### src/rtl/imm_gen_pipe_if.sv
// Handshake bundle for imm_gen_pipe.
// The upstream/downstream environment drives through the master modport;
// the immediate generator itself connects through the slave modport.
interface imm_gen_pipe_if #(
  parameter int XLEN  = 32,
  parameter int TAG_W = 32
);
  // Input side: one instruction word plus its sideband tag
  logic             in_valid;
  logic             in_ready;
  logic [31:0]      in_inst;
  logic [TAG_W-1:0] in_tag;

  // Output side: decoded immediate, format code, illegal flag and tag
  logic             out_valid;
  logic             out_ready;
  logic [XLEN-1:0]  out_imm;
  logic [2:0]       out_fmt;
  logic             out_illegal;
  logic [TAG_W-1:0] out_tag;

  modport master (
    output in_valid, in_inst, in_tag, out_ready,
    input  in_ready, out_valid, out_imm, out_fmt, out_illegal, out_tag
  );

  modport slave (
    input  in_valid, in_inst, in_tag, out_ready,
    output in_ready, out_valid, out_imm, out_fmt, out_illegal, out_tag
  );
endinterface

### src/rtl/imm_gen_pipe.sv
// Registered RV32I/RV64I immediate generator with a 2-entry skid buffer.
// Decodes the instruction at the input, stores the result in a main entry
// (which drives out_*) and, when downstream stalls, in a skid entry.
// in_ready is a flop output with no combinational path from out_ready.
//
// Optional feature: define IMM_GEN_PIPE_CSR_EN to decode SYSTEM opcode
// 1110011 (CSR immediate forms give fmt 7 and the zero-extended zimm).
// Without it, that opcode is flagged illegal.
module imm_gen_pipe #(
  parameter int XLEN  = 32,
  parameter int TAG_W = 32
) (
  input  logic           clk,
  input  logic           rst_n,
  imm_gen_pipe_if.slave  bus
);

  // Format codes presented on out_fmt
  typedef enum logic [2:0] {
    FMT_R   = 3'd0,
    FMT_I   = 3'd1,
    FMT_SH  = 3'd2,
    FMT_S   = 3'd3,
    FMT_B   = 3'd4,
    FMT_U   = 3'd5,
    FMT_J   = 3'd6,
    FMT_CSR = 3'd7
  } fmt_e;

  // One buffered decode result
  typedef struct packed {
    logic             valid;
    logic [XLEN-1:0]  imm;
    fmt_e             fmt;
    logic             illegal;
    logic [TAG_W-1:0] tag;
  } entry_t;

  // Major opcodes (inst[6:0])
  localparam logic [6:0] OP_LOAD     = 7'b0000011;
  localparam logic [6:0] OP_MISC_MEM = 7'b0001111;
  localparam logic [6:0] OP_IMM      = 7'b0010011;
  localparam logic [6:0] OP_AUIPC    = 7'b0010111;
  localparam logic [6:0] OP_STORE    = 7'b0100011;
  localparam logic [6:0] OP_REG      = 7'b0110011;
  localparam logic [6:0] OP_LUI      = 7'b0110111;
  localparam logic [6:0] OP_BRANCH   = 7'b1100011;
  localparam logic [6:0] OP_JALR     = 7'b1100111;
  localparam logic [6:0] OP_JAL      = 7'b1101111;
  localparam logic [6:0] OP_SYSTEM   = 7'b1110011;

  // Shift funct3 values on OP_IMM (SLLI, SRLI/SRAI)
  localparam logic [2:0] F3_SLL = 3'b001;
  localparam logic [2:0] F3_SRX = 3'b101;

  // Sign-extends a 32-bit pattern to XLEN.
  function automatic logic [XLEN-1:0] sext32(input logic [31:0] v);
    return XLEN'($signed(v));
  endfunction

  logic [31:0] inst;
  logic [6:0]  opcode;
  logic [2:0]  funct3;

  assign inst   = bus.in_inst;
  assign opcode = inst[6:0];
  assign funct3 = inst[14:12];

  entry_t dec;
  entry_t main_q, main_d;
  entry_t skid_q, skid_d;
  logic   in_ready_q, in_ready_d;
  logic   accept;
  logic   drain;

  // Decode the incoming instruction into a complete entry
  always_comb begin
    // NOTE: every variable written here is given a default first, so no
    // path through the case leaves it unassigned and no latch is inferred.
    dec         = '0;
    dec.valid   = 1'b1;
    dec.tag     = bus.in_tag;
    dec.fmt     = FMT_R;
    dec.illegal = 1'b0;
    unique case (opcode)
      OP_LOAD, OP_JALR, OP_MISC_MEM: begin
        dec.fmt = FMT_I;
        dec.imm = sext32({{20{inst[31]}}, inst[31:20]});
      end
      OP_IMM: begin
        if (funct3 == F3_SLL || funct3 == F3_SRX) begin
          // Only the shamt field is taken; funct7 bits above it are dropped
          dec.fmt = FMT_SH;
          if (XLEN == 64) dec.imm = XLEN'(inst[25:20]);
          else            dec.imm = XLEN'(inst[24:20]);
        end else begin
          dec.fmt = FMT_I;
          dec.imm = sext32({{20{inst[31]}}, inst[31:20]});
        end
      end
      OP_STORE: begin
        dec.fmt = FMT_S;
        dec.imm = sext32({{20{inst[31]}}, inst[31:25], inst[11:7]});
      end
      OP_BRANCH: begin
        dec.fmt = FMT_B;
        dec.imm = sext32({{19{inst[31]}}, inst[31], inst[7], inst[30:25],
                          inst[11:8], 1'b0});
      end
      OP_LUI, OP_AUIPC: begin
        dec.fmt = FMT_U;
        dec.imm = sext32({inst[31:12], 12'b0});
      end
      OP_JAL: begin
        dec.fmt = FMT_J;
        dec.imm = sext32({{11{inst[31]}}, inst[31], inst[19:12], inst[20],
                          inst[30:21], 1'b0});
      end
      OP_REG: begin
        dec.fmt = FMT_R;
      end
`ifdef IMM_GEN_PIPE_CSR_EN
      OP_SYSTEM: begin
        // funct3[2] selects the CSR immediate forms; others carry no immediate
        if (funct3[2]) begin
          dec.fmt = FMT_CSR;
          dec.imm = XLEN'(inst[19:15]);
        end
      end
`else
      OP_SYSTEM: begin
        dec.illegal = 1'b1;
      end
`endif
      default: begin
        dec.illegal = 1'b1;
      end
    endcase
  end

  // Handshake qualifiers for this edge
  assign accept = bus.in_valid & in_ready_q;
  assign drain  = main_q.valid & bus.out_ready;

  // Next state of the main/skid pair; FIFO order is main before skid
  always_comb begin
    main_d = main_q;
    skid_d = skid_q;
    if (drain) begin
      if (skid_q.valid) begin
        // FULL: skid advances into main; in_ready_q blocks any accept here
        main_d       = skid_q;
        skid_d.valid = 1'b0;
      end else if (accept) begin
        main_d = dec;
      end else begin
        main_d.valid = 1'b0;
      end
    end else if (accept) begin
      if (main_q.valid) skid_d = dec;
      else              main_d = dec;
    end
    // Ready for the next cycle whenever the skid slot will be free
    in_ready_d = ~skid_d.valid;
  end

  // Storage and ready flop; reset discards both entries at once
  always_ff @(posedge clk or negedge rst_n) begin
    // NOTE: the entry payloads are reset as well as the valid bits, because
    // out_imm/out_fmt/out_illegal/out_tag are required to read 0 in reset.
    if (!rst_n) begin
      main_q     <= '0;
      skid_q     <= '0;
      in_ready_q <= 1'b1;
    end else begin
      // NOTE: non-blocking assignments make every flop sample the values
      // from before the edge, independent of statement order.
      main_q     <= main_d;
      skid_q     <= skid_d;
      in_ready_q <= in_ready_d;
    end
  end

  assign bus.in_ready    = in_ready_q;
  assign bus.out_valid   = main_q.valid;
  assign bus.out_imm     = main_q.imm;
  assign bus.out_fmt     = main_q.fmt;
  assign bus.out_illegal = main_q.illegal;
  assign bus.out_tag     = main_q.tag;

endmodule
### src/flat_wrapper.sv
// flat-port wrapper written by rule: the top's interface ports become plain ports
module imm_gen_pipe_flat 
#(
  parameter int XLEN  = 32,
  parameter int TAG_W = 32
)
  (clk, rst_n, bus_in_valid, bus_in_inst, bus_in_tag, bus_out_ready, bus_in_ready, bus_out_valid, bus_out_imm, bus_out_fmt, bus_out_illegal, bus_out_tag);
  imm_gen_pipe_if #(.XLEN(XLEN), .TAG_W(TAG_W)) bus_i ();
  input  logic clk;
  input  logic rst_n;
  input wire logic [$bits(bus_i.in_valid)-1:0] bus_in_valid;
  input wire logic [$bits(bus_i.in_inst)-1:0] bus_in_inst;
  input wire logic [$bits(bus_i.in_tag)-1:0] bus_in_tag;
  input wire logic [$bits(bus_i.out_ready)-1:0] bus_out_ready;
  output wire logic [$bits(bus_i.in_ready)-1:0] bus_in_ready;
  output wire logic [$bits(bus_i.out_valid)-1:0] bus_out_valid;
  output wire logic [$bits(bus_i.out_imm)-1:0] bus_out_imm;
  output wire logic [$bits(bus_i.out_fmt)-1:0] bus_out_fmt;
  output wire logic [$bits(bus_i.out_illegal)-1:0] bus_out_illegal;
  output wire logic [$bits(bus_i.out_tag)-1:0] bus_out_tag;
  assign bus_i.in_valid = bus_in_valid;
  assign bus_i.in_inst = bus_in_inst;
  assign bus_i.in_tag = bus_in_tag;
  assign bus_i.out_ready = bus_out_ready;
  assign bus_in_ready = bus_i.in_ready;
  assign bus_out_valid = bus_i.out_valid;
  assign bus_out_imm = bus_i.out_imm;
  assign bus_out_fmt = bus_i.out_fmt;
  assign bus_out_illegal = bus_i.out_illegal;
  assign bus_out_tag = bus_i.out_tag;
  imm_gen_pipe #(.XLEN(XLEN), .TAG_W(TAG_W)) u_core (.clk(clk), .rst_n(rst_n), .bus(bus_i));
endmodule
### config.mk
export PLATFORM = sky130hd
export DESIGN_NAME = imm_gen_pipe_flat
export DESIGN_NICKNAME = d
export VERILOG_FILES = /design/src/rtl/imm_gen_pipe_if.sv /design/src/rtl/imm_gen_pipe.sv /design/src/flat_wrapper.sv
export SDC_FILE = /design/constraint.sdc
export NUM_CORES = 1
export LEC_CHECK = 0
export ABC_AREA = 1
export BUFFER_PORTS_ARGS = -buffer_cell sky130_fd_sc_hd__buf_4
export CAP_MARGIN = 40
export CORE_MARGIN = 2
export CORE_UTILIZATION = 41
export CTS_CLUSTER_DIAMETER = 80
export CTS_CLUSTER_SIZE = 30
export DETAILED_ROUTE_END_ITERATION = 6
export SYNTH_ARGS = -nofsm -noshare
export SYNTH_HDL_FRONTEND = slang
export SYNTH_SLANG_ARGS = --single-unit
### constraint.sdc
create_clock -name clk -period 2.34 [get_ports clk]
set_input_delay 0.234 -clock clk [delete_from_list [all_inputs] [get_ports clk]]
set_output_delay 0.234 -clock clk [all_outputs]
set_load 0.02 [all_outputs]
==> results.cfg, run 1 <==
[hold_path]
hold_depth = 3
worstHoldPathType = primary input to flip-flop
worstHoldStart = bus_in_tag[21]
min_to = u_core.skid_q[21]

[clocking]
cts_buffer_depth = 2
clkTransAtPathRegs_ns = 0.06
cts_buffers = 17
cts_max_level = 4
cts.sinks = 139
cts_tree = built
cts_resized = 0
post-cts-setup-buffers = 0
root_buffer = clkbuf_16
postCtsHoldBufs = 5
clk_latency_ns = 0.42

[power]
p_total_mw = 10.4
leakagePower_nw = 4.63
powerDensity_nw_per_um2 = 1210
peakVddDrop_uv = 619

[sta]
fin_crit_ns = 1.66
finalCritPeriodShare = 0.709
clock.fmax_mhz = 603
maxSlewViolCount = 0
whs_ns = 0.0210
finalClockSkew_ns = 0.0100
setup_tns_ns = 0
hold_viol_final = 0
worstMarginPinSlew_ns = 0.727
slew_headroom = 0.515
rsz0062_at_grt = false
setup_viol = 0

[logic_synthesis]
ys_seq_area_frac = 0.513
yosysTopAreaCell = dfrtp_1
syn_avg_cell_area_um2 = 7.53
yosysWarnings = 0
synthCells = 901
synth_top_area_share = 0.509
netlist_area_um2 = 6780
synth_nets = 969
synth-seq-cells = 139
netlist_top_cells_area = dfrtp_1 51%, nand2_1 19%, nor2_1 8.1%, a31oi_1 5.0%, nand3_1 4.6%
synth_cell_type_count = 23

[finish]
num_antenna_cells = 0
drive_gt1_frac = 0.195
stdcell_area_um2 = 8600
syn_to_final_growth_pct = 26.8
fillerInstances = 1682
nNetsFinal = 1089

[worst_setup_path]
crit_path_max_fanout = 22
cp.arrival_ns = 2.02
worst-r2r-cell-count = 8
r2r_setup_slack_ns = 0.68
required_ns = 2.70
cp-start-kind = flip-flop
critical_path.cell_chain = inv_1 -> nor2_1 -> inv_2 -> nor2_4 -> inv_1 -> buf_12 -> nand2_1 -> nand2_1
path_class = flip-flop to flip-flop
crit_path_end_kind = flip-flop
rr_startpoint = u_core.bus.out_valid
cpMaxStageDelayCell = inv_1
r2r_end = u_core.skid_q[7]
slowest_delay_ns = 0.53

[route]
drtIter0Drc = 464
viasPerCell = 4.88
wl_um = 17500
drtAntennaViolNets = 0
dr.pass1.iters = 5
wire_per_inst_um = 14.0
num_vias = 6117
drc = 0

[status]
status = finished clean

[global_routing]
grt_overflow = 0
grt_antenna_before_repair = 0
grt_first_pass_wirelength_um = 28900
grtUsageTotal = 0.205
grt_pass1_vias = 5673
grt_max_degree = 98

[placed_design]
hpwl_um = 11300
gp_congestion = 0.858
io_buffer_count = 137
placed_area_um2 = 7970

[floorplanning]
chipHeight_um = 133
die_area_um2 = 17600
ios = 138
start_util = 0.415
die_w_um = 133
row_count = 47
core_area_um2 = 16300

[job]
max-cap-violations = 0
## routing by layer
metal	part of all wire	up-vias	track usage
met5	0	-	0
met4	0.013	0	0.0573
met3	0.054	16	0.0571
met2	0.46	132	0.310
met1	0.48	2842	0.289
li1	-	3127	-
## logic make-up (layout without fill, tap and decap cells)
kind of cell,after synthesis,count (layout),share of synthesized area
AND/OR/NAND/NOR,574,574,0.345
buffers and inverters,95,228,0.0635
flip-flops,139,139,0.513
AO/OA/AOI/OAI,93,93,0.0786
## registers in the layout (all words and copies together) (netlist names)
register,cells
u_core.skid_q,69
u_core.bus.out_imm,32
u_core.bus.out_tag,32
u_core.bus.out_fmt,3
u_core.bus.in_ready,1
u_core.bus.out_illegal,1
u_core.bus.out_valid,1
## metrics by stage
stage	setup WS, ns	utilization	instances
global placement	0.556	0.488	1217
global route	0.536	0.526	1254
detailed placement	0.542	0.488	1217
floorplan	0.894	-	901
CTS	0.617	0.526	1254
finish	0.681	0.526	1254
## area by class of cell
class | instances | area [um^2] | share of cell area
multi-input cells | 667 | 2880 | 0.335
inverters | 43 | 161 | 0.0188
flip-flops and latches | 139 | 3480 | 0.405
repair buffers | 153 | 1230 | 0.143
clock inverters | 10 | 90.1 | 0.0105
clock buffers | 22 | 484 | 0.0563
well taps | 220 | 275 | 0.0320
## worst max-delay path, delay by kind of cell, from the launching register on
family	cells	cell delay [ns]
buffers and inverters	4	0.94
AND/OR/NAND/NOR	4	0.21
flip-flops	1	0.43
## cell usage in the layout, fill, tap and decap left out, drive strengths merged
cell type and n:
clkinvlp 3, nor2 151, dfstp 1, a31oi 54
nor3 2, o21ai 11, a21oi 28, bufinv 1
nand3 66, clkinv 5, nand4 11, dlygate4sd3 5
clkbuf 22, nand2 344, inv 44, dfrtp 138
buf 148
## report_power, final
group	leakage (nW)	internal [mW]	switching, mW
clock	0.278	1.57	1.03
combinational	2.63	1.51	2.24
sequential	1.72	3.45	0.581
## Yosys cell counts (all sizes together)
master    n
inv      43
dfstp     1
nor2    151
nand4    11
nor3      2
nand3    66
dfrtp   138
a21oi    28
o21ai    11
nand2   344
buf      29
clkbuf   23
a31oi    54
## worst max-delay path by stage
stage                               startpoint                      to  slack, ns
after global placement          bus_in_inst[4]  u_core.bus.out_illegal       0.56
after global routing      u_core.bus.out_valid       u_core.skid_q[31]       0.54
after floorplan            u_core.bus.in_ready  u_core.bus.out_tag[10]       0.89
after detailed placement        bus_in_inst[4]  u_core.bus.out_illegal       0.54
final                     u_core.bus.out_valid        u_core.skid_q[7]       0.68
after CTS                 u_core.bus.out_valid        u_core.skid_q[7]       0.62
Note: power is estimated with default switching activity, not from simulation.
==> run 2: changes to the inputs <==
==> constraint.sdc (replaced) <==
create_clock -name clk -period 1.4 [get_ports clk]
set_input_delay 0.14 -clock clk [delete_from_list [all_inputs] [get_ports clk]]
set_output_delay 0.14 -clock clk [all_outputs]
set_load 0.02 [all_outputs]
==> run 2 against run 1 <==
Net effect: the run now ends with negative setup slack left; cell count increased by 7.8%; routed wire length is 24% higher; die area did not move; global-route usage rose by 2.2 points; combinational power grew 120%; design area is 17% higher; critical path depth is the same; worst hold slack got worse by 0.0072 ns; power is 88% higher; critical endpoint is now u_core.skid_q[53]; largest cell class unchanged.
==> results.cfg, run 2 (synthesized netlist as in run 1, its figures left out) <==
[power]
powerDensity_nw_per_um2 = 1940
peakVddDrop_uv = 1110
p_total_mw = 19.5
leakagePower_nw = 5.27

[placed_design]
gp_congestion = 0.836
io_buffer_count = 137
placed_area_um2 = 8310
placed_cells = 1249
hpwl_um = 12100

[floorplanning]
start_util = 0.415
chipHeight_um = 133
row_count = 47
die_area_um2 = 17600
die_w_um = 133
ios = 138
core_area_um2 = 16300

[sta]
setup_viol = 35
maxSlewViolCount = 0
rsz0062_at_grt = true
hold_viol_final = 0
finalCritPeriodShare = 1.03
timing.final.ws_setup_ns = -0.0446
slew_headroom = 0.711
clock.fmax_mhz = 692
finalClockSkew_ns = 0.00780
fin_crit_ns = 1.44
worstMarginPinSlew_ns = 0.434

[worst_setup_path]
critical_path.cell_chain = dlygate4sd3_1 -> buf_4 -> nor2_2 -> inv_2 -> nor2_4 -> buf_6 -> buf_6 -> a31oi_1
cp.arrival_ns = 1.74
crit_path_end_kind = flip-flop
cp_top_family = buffers and inverters
path_class = primary input to flip-flop
cp.depth = 8
required_ns = 1.69
path_buf_inv = 5
slowest_delay_ns = 0.55
worst-r2r-cell-count = 8
cp_common_cell = buf_6
cpMaxStageDelayCell = dlygate4sd3_1
crit_path_max_fanout = 8
cp-start-kind = primary input

[hold_path]
hold_depth = 3
worstHoldPathType = primary input to flip-flop

[finish]
drive_gt1_frac = 0.265
final_cells = 1352
largest_reg_flops = 69
syn_to_final_growth_pct = 48.7
num_antenna_cells = 0
final_common_cell = nand2_1
stdcell_area_um2 = 10100
nNetsFinal = 1187
regMostFlops = u_core.skid_q
fillerInstances = 1488
final_cell_mix = 327 x nand2_1, 167 x buf_4, 138 x dfrtp_1

[global_routing]
grt_antenna_before_repair = 0
grt_max_degree = 68
grtUsageTotal = 0.227
grt_pass1_vias = 6270
grt_first_pass_wirelength_um = 32000
grt_overflow = 0

[route]
wl_um = 21800
viasPerCell = 5.07
wire_per_inst_um = 16.1
drc = 0
num_vias = 6851
drtIter0Drc = 472
dr.pass1.iters = 6
drtAntennaViolNets = 0

[clocking]
clkTransAtPathRegs_ns = 0.06
cts.sinks = 139
cts_buffers = 17
cts_tree = built
cts_buffer_depth = 2
root_buffer = clkbuf_16
cts_max_level = 4
clk_latency_ns = 0.42

[status]
status = finished, violations left
violations = negative setup slack

[job]
max-cap-violations = 0
==> run 2: cell count changes in the layout (fill, tap and decap cells not counted), sizes merged <==
cell,change
clkinvlp,+2
clkinv,-2
clkbuf,+9
bufinv,+2
inv,+1
buf,+51
dlygate4sd3,+35
==> run 2: what timing repair did <==
| item | in CTS | in global routing |
|---|---|---|
| hold buffers | 40 | 0 |
| buffers inserted | 2 | 8 |
| cloned | 3 | 19 |
| pin swaps | 1 | 5 |
| hold endpoints to repair | 102 | 0 |
| setup endpoints to repair | 62 | 137 |
| gates resized for setup | 10 | 61 |
==> run 2: worst paths after layout <==
kind	endpoint	start	slack [ns]
worst max-delay path	u_core.skid_q[53]	bus_out_ready	-0.04
worst min-delay path	u_core.skid_q[42]	bus_in_inst[26]	0.01
worst max register to register	u_core.bus.out_tag[7]	u_core.bus.out_valid	-0.03
worst min register to register	u_core.skid_q[0]	u_core.skid_q[0]	0.47
max in group asynchronous	u_core.bus.in_ready	rst_n	0.60
min in group asynchronous	u_core.skid_q[60]	rst_n	0.20
==> run 2: final cells by class <==
| class | instances | area [um^2] | area share |
|---|---|---|---|
| clock buffer | 19 | 433 | 0.0429 |
| sequential | 139 | 3480 | 0.345 |
| timing repair buffer | 251 | 2510 | 0.248 |
| clock inverter | 13 | 165 | 0.0164 |
| inverter | 43 | 181 | 0.0180 |
| multi-input combinational | 667 | 3050 | 0.302 |
| tap | 220 | 275 | 0.0273 |
==> run 2: worst register-to-register path, cell delays in order (launching register included) <==
cell and delay [ns]:
dfrtp_1 0.39, buf_6 0.13, nand3_4 0.08, buf_6 0.14
clkinvlp_4 0.13, buf_6 0.15, clkbuf_16 0.16, nand2_2 0.06
a31oi_1 0.08
==> run 2: per-stage QoR <==
stage	hold WS [ns]	util	setup WS, ns	setup TNS, ns
2_1_floorplan	-0.156	-	-0.0185	-0.618
3_3_place_gp	0.0951	0.509	-0.0910	-2.02
3_5_place_dp	0.0979	0.509	-0.131	-4.34
4_1_cts	0.00146	0.578	-0.0277	-0.0725
5_1_grt	0.0181	0.617	-0.114	-7.11
6_report	0.0139	0.617	-0.0446	-0.657
==> run 2: per-layer routing <==
metal	vias to the layer above	track usage	share of wire
li1	3341	-	-
met1	3265	0.322	0.46
met2	219	0.352	0.46
met3	26	0.0506	0.060
met4	0	0.0621	0.016
met5	-	0	0
==> run 2: where the power goes <==
part | total [mW] | internal, mW | switching (mW)
clock | 4.62 | 2.81 | 1.80
combinational | 8.06 | 3.64 | 4.42
sequential | 6.86 | 5.77 | 1.09
